$ cat config.mk
export PLATFORM = sky130hd
export DESIGN_NAME = gray_to_rgb565_ise
export DESIGN_NICKNAME = d
export VERILOG_FILES = /design/src/rtl/gray2rgb_pkg.sv /design/src/rtl/gray8_to_rgb565.sv /design/src/rtl/gray_to_rgb565_ise.sv
export SDC_FILE = /design/constraint.sdc
export NUM_CORES = 1
export LEC_CHECK = 0
export CAP_MARGIN = 10
export CORE_ASPECT_RATIO = 1.25
export CORE_UTILIZATION = 44
export CTS_CLUSTER_DIAMETER = 30
export DETAILED_ROUTE_END_ITERATION = 8
export PLACE_DENSITY = 0.79
export RECOVER_POWER = 100
export SETUP_SLACK_MARGIN = 0.5
export SYNTH_ARGS = -nofsm -noshare
export SYNTH_HDL_FRONTEND = slang
export SYNTH_SLANG_ARGS = --single-unit
export TNS_END_PERCENT = 1
$ cat constraint.sdc
create_clock -name clock -period 3.3 [get_ports clock]
set_clock_uncertainty 0.2 [all_clocks]
set_input_delay 0.495 -clock clock [delete_from_list [all_inputs] [get_ports clock]]
set_output_delay 0.495 -clock clock [all_outputs]
set_load 0.03 [all_outputs]
$ cat src/rtl/gray2rgb_pkg.sv
// Shared types and constants for the gray-to-RGB565 custom-instruction unit.
// Imported by gray8_to_rgb565 and gray_to_rgb565_ise.
package gray2rgb_pkg;

  // Opcode field carried in valueB[1:0]; values 2 and 3 are reserved.
  localparam logic [1:0] OP_CONVERT = 2'd0;
  localparam logic [1:0] OP_FETCH   = 2'd1;

  // Number of gray pixels packed into one CONVERT operand.
  localparam int NPIX = 4;

  // One RGB565 pixel: {R[4:0], G[5:0], B[4:0]}.
  typedef logic [15:0] rgb565_t;

  // Instruction sequencer states.
  typedef enum logic [1:0] {
    IDLE = 2'd0,
    CONV = 2'd1,
    RESP = 2'd2
  } state_t;

  // Selects gray pixel idx from the packed 32-bit operand (p0 in the low byte).
  function automatic logic [7:0] gray_pick(input logic [31:0] packed_gray,
                                           input logic [1:0]  idx);
    logic [7:0] sel;
    case (idx)
      2'd0:    sel = packed_gray[7:0];
      2'd1:    sel = packed_gray[15:8];
      2'd2:    sel = packed_gray[23:16];
      2'd3:    sel = packed_gray[31:24];
      default: sel = 8'h00;
    endcase
    return sel;
  endfunction

endpackage

$ cat src/rtl/gray8_to_rgb565.sv
// Combinational 8-bit gray to RGB565 expander.
// Build option GRAY2RGB_ROUND_EN: when defined, each channel is rounded to
// nearest and saturated; otherwise the low gray bits are simply truncated.
module gray8_to_rgb565
  import gray2rgb_pkg::*;
(
  input  logic [7:0] gray,
  output rgb565_t    pixel
);

`ifdef GRAY2RGB_ROUND_EN
  logic [8:0] r_sum_s;
  logic [8:0] g_sum_s;
  logic [4:0] r5_s;
  logic [5:0] g6_s;

  // Round-to-nearest with a 9-bit sum; 0xFF would overflow the field, so clamp.
  always_comb begin
    r_sum_s = {1'b0, gray} + 9'd4;
    g_sum_s = {1'b0, gray} + 9'd2;
    if (r_sum_s[8:3] > 6'd31) begin
      r5_s = 5'd31;
    end else begin
      r5_s = r_sum_s[7:3];
    end
    if (g_sum_s[8:2] > 7'd63) begin
      g6_s = 6'd63;
    end else begin
      g6_s = g_sum_s[7:2];
    end
    pixel = {r5_s, g6_s, r5_s};
  end
`else
  // Truncating expansion: keep the top bits of gray in each channel.
  always_comb begin
    pixel = {gray[7:3], gray[7:2], gray[7:3]};
  end
`endif

endmodule

$ cat src/rtl/gray_to_rgb565_ise.sv
// Multi-cycle custom instruction: expands four packed gray pixels into four
// RGB565 pixels, one per cycle. CONVERT returns pixels 1:0, FETCH returns
// pixels 3:2 from the internal buffer. result is zero whenever done is low
// so it can be OR-combined with other units on the custom-instruction bus.
// Build option GRAY2RGB_ROUND_EN selects rounding conversion (see
// gray8_to_rgb565); latency and protocol do not change.
module gray_to_rgb565_ise
  import gray2rgb_pkg::*;
#(
  parameter logic [7:0] customInstructionId = 8'd0
) (
  input  logic        clock,
  input  logic        reset,
  input  logic        start,
  input  logic [7:0]  iseId,
  input  logic [31:0] valueA,
  input  logic [31:0] valueB,
  output logic        done,
  output logic [31:0] result
);

  state_t      state_r;
  logic [1:0]  idx_r;
  logic [31:0] gray_r;
  rgb565_t     pix_buf_r [NPIX];
  logic        buf_valid_r;
  logic        done_r;
  logic [31:0] result_r;

  logic        accept_s;
  logic [1:0]  opcode_s;
  logic [7:0]  gray_sel_s;
  rgb565_t     pixel_s;
  logic        unused_ok_s;

  // Upper opcode bits carry no meaning for this unit.
  assign unused_ok_s = ^valueB[31:2];

  // Decode an instruction addressed to this unit and its opcode.
  always_comb begin
    accept_s = start && (iseId == customInstructionId);
    opcode_s = valueB[1:0];
  end

  // Feed the single converter with the pixel selected by the running index.
  always_comb begin
    gray_sel_s = gray_pick(gray_r, idx_r);
  end

  gray8_to_rgb565 u_conv (
    .gray  (gray_sel_s),
    .pixel (pixel_s)
  );

  // Instruction sequencer with registered done/result and pixel buffer.
  always_ff @(posedge clock) begin
    if (reset) begin
      state_r     <= IDLE;
      idx_r       <= 2'd0;
      gray_r      <= 32'h0000_0000;
      buf_valid_r <= 1'b0;
      done_r      <= 1'b0;
      result_r    <= 32'h0000_0000;
      for (int i = 0; i < NPIX; i++) begin
        pix_buf_r[i] <= 16'h0000;
      end
    end else begin
      case (state_r)
        IDLE: begin
          done_r   <= 1'b0;
          result_r <= 32'h0000_0000;
          if (accept_s) begin
            case (opcode_s)
              OP_CONVERT: begin
                // Stale pixels 3:2 must not be fetchable while refilling.
                gray_r      <= valueA;
                buf_valid_r <= 1'b0;
                idx_r       <= 2'd0;
                state_r     <= CONV;
              end
              OP_FETCH: begin
                if (buf_valid_r) begin
                  result_r <= {pix_buf_r[3], pix_buf_r[2]};
                end else begin
                  result_r <= 32'h0000_0000;
                end
                done_r  <= 1'b1;
                state_r <= RESP;
              end
              default: begin
                // Reserved opcodes complete with a zero result, buffer untouched.
                result_r <= 32'h0000_0000;
                done_r   <= 1'b1;
                state_r  <= RESP;
              end
            endcase
          end else begin
            state_r <= IDLE;
          end
        end
        CONV: begin
          pix_buf_r[idx_r] <= pixel_s;
          if (idx_r == 2'(NPIX - 1)) begin
            // Pixels 1:0 were written in earlier CONV cycles.
            buf_valid_r <= 1'b1;
            done_r      <= 1'b1;
            result_r    <= {pix_buf_r[1], pix_buf_r[0]};
            idx_r       <= 2'd0;
            state_r     <= RESP;
          end else begin
            idx_r   <= idx_r + 2'd1;
            state_r <= CONV;
          end
        end
        RESP: begin
          done_r   <= 1'b0;
          result_r <= 32'h0000_0000;
          state_r  <= IDLE;
        end
        default: begin
          done_r   <= 1'b0;
          result_r <= 32'h0000_0000;
          state_r  <= IDLE;
        end
      endcase
    end
  end

  assign done   = done_r;
  assign result = result_r;

endmodule

# --- Word level (Yosys, flattened, before mapping) ---
# Memories as Yosys holds them, arrays and structs flattened.
# Index checks and enable logic that the tools add are counted.
word_totals:
  reg_bits: 70
  ram_bits: 64
  input_bits: 75
  out_inout_bits: 33
  word_cells: 55
  memories: 1
classes:
  n_addsub: 1
  eq_ne: 8
  mux: 29
  n_reduce_logical: 10
memory_table:
  columns: ["name", "words", "word_bits", "read_ports", "rd_clocked_by_memory_dff", "write_ports", "line", "rtl"]
  rows:
  - ["pix_buf_r", 4, 16, 4, 0, 4, "gray_to_rgb565_ise.sv:25", "rgb565_t pix_buf_r [NPIX];"]
ops:
  columns: ["operator", "count"]
  rows:
  - ["$mux 32", 4]
  - ["$pmux 32 s2", 1]
  - ["$pmux 8 s4", 1]
  - ["$mux 16", 1]
  - ["$reduce_or 16->1", 1]
  - ["$mux 2", 7]
  - ["$mux 1", 11]
  - ["$logic_not 8->1", 1]
  - ["$pmux 2 s2", 2]
  - ["$eq 2x1->1 const B", 3]
  - ["$logic_not 2->1", 3]
  - ["$reduce_and 3->1", 2]
  - ["$eq 2x2->1 const B", 2]
  - ["$ne 2x2->1 const B", 2]
  - ["$pmux 1 s2", 2]
  - ["$reduce_and 4->1", 1]
  - ["$add 2x1->2 const B", 1]
  - ["$ne 2x1->1 const B", 1]
  - ["$reduce_bool 2->1", 1]
  - ["$logic_and 1x1->1", 1]

# --- Logic depth before layout (Yosys ltp) ---
logic_depth:
  word_depth: 6
  mapped_depth: 7
  depth_no_buf: 6

# --- By module ---
# A second synthesis with hierarchy kept.
hier_totals:
  hier_cells: 573
  area_unflattened_um2: 6034.5
modules_own_cells:
  columns: ["module", "instances", "cells_each", "area_each_um2", "seq_area_each_um2"]
  rows:
  - ["gray_to_rgb565_ise", 1, 557, 5914.4, 3323.2]
  - ["gray8_to_rgb565", 1, 16, 120.1, 0.0]

# --- Least setup slack after synthesis ---
# No wires, ideal clock.
synth_timing:
  path_type: "input-to-reg"
  start: "input port iseId[2]"
  end: "register result_r[11], in the netlist result[11]"
  setup_ns: 0.081
  t_arrival_ns: 2.238
  t_required_ns: 3.019
  setup_slack_ns: 0.781
  path_stages: 5
  path_buffers: 1
  cell_sequence: "or4_4 or4b_1 or3_4 buf_6 a211oi_2"
synth_between:
  elab_chain_len: 4
synth_rtl:
  columns: ["item", "line", "rtl"]
  rows:
  - ["start: declaration", "gray_to_rgb565_ise.sv:15", "input logic [7:0] iseId,"]
  - ["$logic_not 8->1", "gray_to_rgb565_ise.sv:41", "accept_s = start && (iseId == customInstructionId);"]
  - ["$logic_and 1x1->1", "gray_to_rgb565_ise.sv:41", null]
  - ["$mux 32", "gray_to_rgb565_ise.sv:72", "if (accept_s) begin"]
  - ["$pmux 32 s2", "gray_to_rgb565_ise.sv:68", "case (state_r)"]
  - ["end signal: assignment", "gray_to_rgb565_ise.sv:83", "result_r <= {pix_buf_r[3], pix_buf_r[2]};"]
  - ["end signal: assignment", "gray_to_rgb565_ise.sv:107", "result_r <= {pix_buf_r[1], pix_buf_r[0]};"]
  - ["end: declaration", "gray_to_rgb565_ise.sv:28", "logic [31:0] result_r;"]
# No other way between the ends.
# A chain may end at the register's enable or synchronous reset.

# --- Final worst setup path ---
layout_timing:
  start: "input port iseId[2]"
  end: "register result_r[21], in the netlist result[21]"
# Same word-level chain as after synthesis.

==> out/summary.json <==
{
  "run_status": "complete, no violations",
  "grt_overflow_total": 0,
  "synth_seq_area_share": 0.527,
  "ys_warn_count": 0,
  "layout_min_cycle_time_ns": 2.83,
  "syn_inst": 314,
  "pwr_dens_mw_per_mm2": 431,
  "post-dp-hpwl_um": 4230,
  "end_kind": "register",
  "layout.cells.most_common_list": "nand2_1 (56), dfxtp_1 (42), clkdlybuf4s50_1 (35)",
  "postLayoutCellArea_sq_mm": 0.00371,
  "max_freq_mhz": 353,
  "setup_repair_after_global_routing_missed_its_margin": "no",
  "tritoncts": "built",
  "rows": 33,
  "final_cell_count_no_fill": 450,
  "cts-root-buf": "clkbuf_8",
  "synth.ff_latch_count": 66,
  "global_route.peak_usage_layer": "met2",
  "post_cts_gate_resize_count": 0,
  "post_cts_hold_buffer_count": 0,
  "i_o_pin_count": 108,
  "timing.max_slew.rel_slack": 0.318,
  "final.setup.tns_ns": 0,
  "worst_setup_path_start_kind": "input pin",
  "fraction_of_synthesis_flops_using_an_asynchronous_set_or_reset_pin": 0,
  "critical_path_cell_by_cell": "clkdlybuf4s50_1, or4_4, or4b_1, or3_1, a211oi_1",
  "path_clk_slew_ns": 0.06,
  "clock_insertion_delay_worst_skew_ns": 0.34,
  "groute.layer.met1.usage": 0.241,
  "critPathKind": "input pin to register",
  "cp_data_arrival_time_ns": 2.88,
  "finalNetCount": 437,
  "cts.htree.levels": 3,
  "via_count": 2298,
  "cts.repair_timing.setup_buffer_count": 0,
  "slew_violations": 0,
  "drv_cap": 0,
  "die_y_um": 93.7,
  "firstDrtPassIters": 5,
  "slowest_delay_ns": 0.58,
  "power.static_leakage_nw": 1.33,
  "port-buffer-count": 69,
  "antenna_cells": 0,
  "post-place-cells": 434,
  "number_of_global_route_vias_before_repair": 2196,
  "timing_hold_violations_final": 0,
  "ys.flop_type": "dfxtp_1",
  "vias_per_cell": 5.11,
  "critPathMaxFanout": 12,
  "drc": 0,
  "synthDistinctLibCells": 33,
  "grt_util_met3": 0.0451,
  "routedWlPerCell_um": 13.2,
  "peakVddDrop_v": 0.000313,
  "grt_usage": 0.192,
  "setup_slack_ns": 0.465,
  "first_pass_grt_wire_length_um": 10200,
  "grt_use_met2": 0.314,
  "drt_iter0_markers": 179,
  "floorplan.core_area_sq_mm": 0.00652,
  "final_layout_size_suffix_gt1_frac": 0.0523,
  "synth_nets": 393,
  "cts_inserted_buffers": 9,
  "holdCritPathClass": "register to register",
  "synth_compound_gate_area_share": 0.198,
  "synth_mux_area_frac": 0.00338,
  "largest_family_of_logic_cells_by_synthesized_area": "compound AO/OA/AOI/OAI gates",
  "place_congestion": 0.785,
  "synthAdderAreaFrac": 0.0169,
  "pin_count_of_the_biggest_net_entering_global_routing": 47,
  "routed_wl_um": 5960,
  "die-area_sq_mm": 0.00706,
  "timing_worst_slew_pin_value_ns": 1.02,
  "grt_antenna_before_repair": 0,
  "cp_required_ns": 3.34,
  "ant_nets": 0,
  "yosys.area_share.xor_xnor": 0,
  "post_synth_and_or_nand_nor_area_fraction": 0.156,
  "clock-sinks": 66,
  "die_x_um": 75.4,
  "synth_enable_flop_cells": 24,
  "cts-root-to-sink-buffers": 2,
  "detailedPlace.worstSlack_ns": 0.254,
  "dpl_cell_area_sq_mm": 0.00357,
  "area_delta_synth_final_pct": 25.2,
  "post_synth_instance_area_sq_mm": 0.00296,
  "post-route-period-util": 0.859,
  "total_of_endpoints_with_negative_setup_slack_in_the_final_report": 0,
  "start_util": 0.454,
  "synth_area_per_cell_sq_um": 9.43,
  "commonest_non_fill_non_tap_cell_in_the_layout": "nand2_1",
  "crit_slowest_cell": "or3_1"
}
logic make-up (layout without fill, tap and decap cells):
kind of cell / Yosys count / after routing
AND/OR/NAND/NOR: 104 / 104
AO/OA/AOI/OAI: 83 / 83
flip-flops: 66 / 66
buffers and inverters: 56 / 105
adder cells (fa/ha/maj): 4 / 4
multiplexers: 1 / 1
worst paths after layout:
path,startpoint,endpoint,slack (ns),cells past startpoint
max,iseId[2],result[21]$_SDFFE_PP0P_,0.47,5
min,gray_r[2]$_SDFFE_PP0P_,gray_r[2]$_SDFFE_PP0P_,0.25,2
max reg2reg,state_r[1]$_SDFF_PP0_,gray_r[30]$_SDFFE_PP0P_,0.88,5
min reg2reg,gray_r[2]$_SDFFE_PP0P_,gray_r[2]$_SDFFE_PP0P_,0.25,2
cell type report:
| cell class | count | area, sq um |
|---|---|---|
| Fill cell | 614 | 2820 |
| Clock inverter | 3 | 37.5 |
| Tap cell | 87 | 109 |
| Inverter | 16 | 60.1 |
| Sequential cell | 66 | 1560 |
| Timing Repair Buffer | 73 | 711 |
| Clock buffer | 13 | 159 |
| Multi-Input combinational cell | 192 | 1070 |
critical path, delay by kind of cell:
kind	cells	cell delay, ns
AO/OA/AOI/OAI	1	0.29
AND/OR/NAND/NOR	3	1.69
buffers and inverters	1	0.40
where the power goes:
| group | internal (mW) | total, mW | switching (mW) |
|---|---|---|---|
| clock | 0.386 | 0.670 | 0.284 |
| sequential | 0.851 | 0.854 | 0.00253 |
| combinational | 0.0456 | 0.0733 | 0.0277 |
| total | 1.28 | 1.60 | 0.315 |
cells in the mapped netlist, types with 2 or more instances:
library cell / count / area share
nor2_1: 29 / 0.037
clkbuf_1: 19 / 0.024
nand2_1: 56 / 0.071
ha_1: 4 / 0.017
a211oi_1: 3 / 0.0076
edfxtp_1: 24 / 0.24
a21oi_1: 28 / 0.047
dfxtp_1: 42 / 0.28
o21ai_0: 18 / 0.030
o2bb2ai_1: 13 / 0.038
a211oi_2: 9 / 0.038
inv_1: 16 / 0.020
or3_1: 3 / 0.0063
nor3_1: 2 / 0.0034
or4_1: 2 / 0.0051
nand2b_1: 5 / 0.011
buf_4: 20 / 0.051
a222oi_1: 6 / 0.020
routing by layer:
metal / vias up / routed length [um]
met4: 0 / 81
met3: 8 / 303
li1: 1168 / -
met1: 1040 / 2470
met2: 82 / 3100
met5: - / 0
flip-flops by register name (all words and copies together) (netlist names):
name,cells
result,12
pix_buf_r,24
gray_r,24
buf_valid_r,1
done,1
state_r,2
idx_r,2
stage by stage:
stage,power (mW),util,hold slack [ns]
floorplan,0.897,-,0.229
global placement,0.946,0.547,0.235
detailed placement,0.947,0.547,0.244
CTS,1.61,0.577,0.250
global route,1.66,0.568,0.270
finish,1.60,0.568,0.248
(Power assumes the default switching activity.)
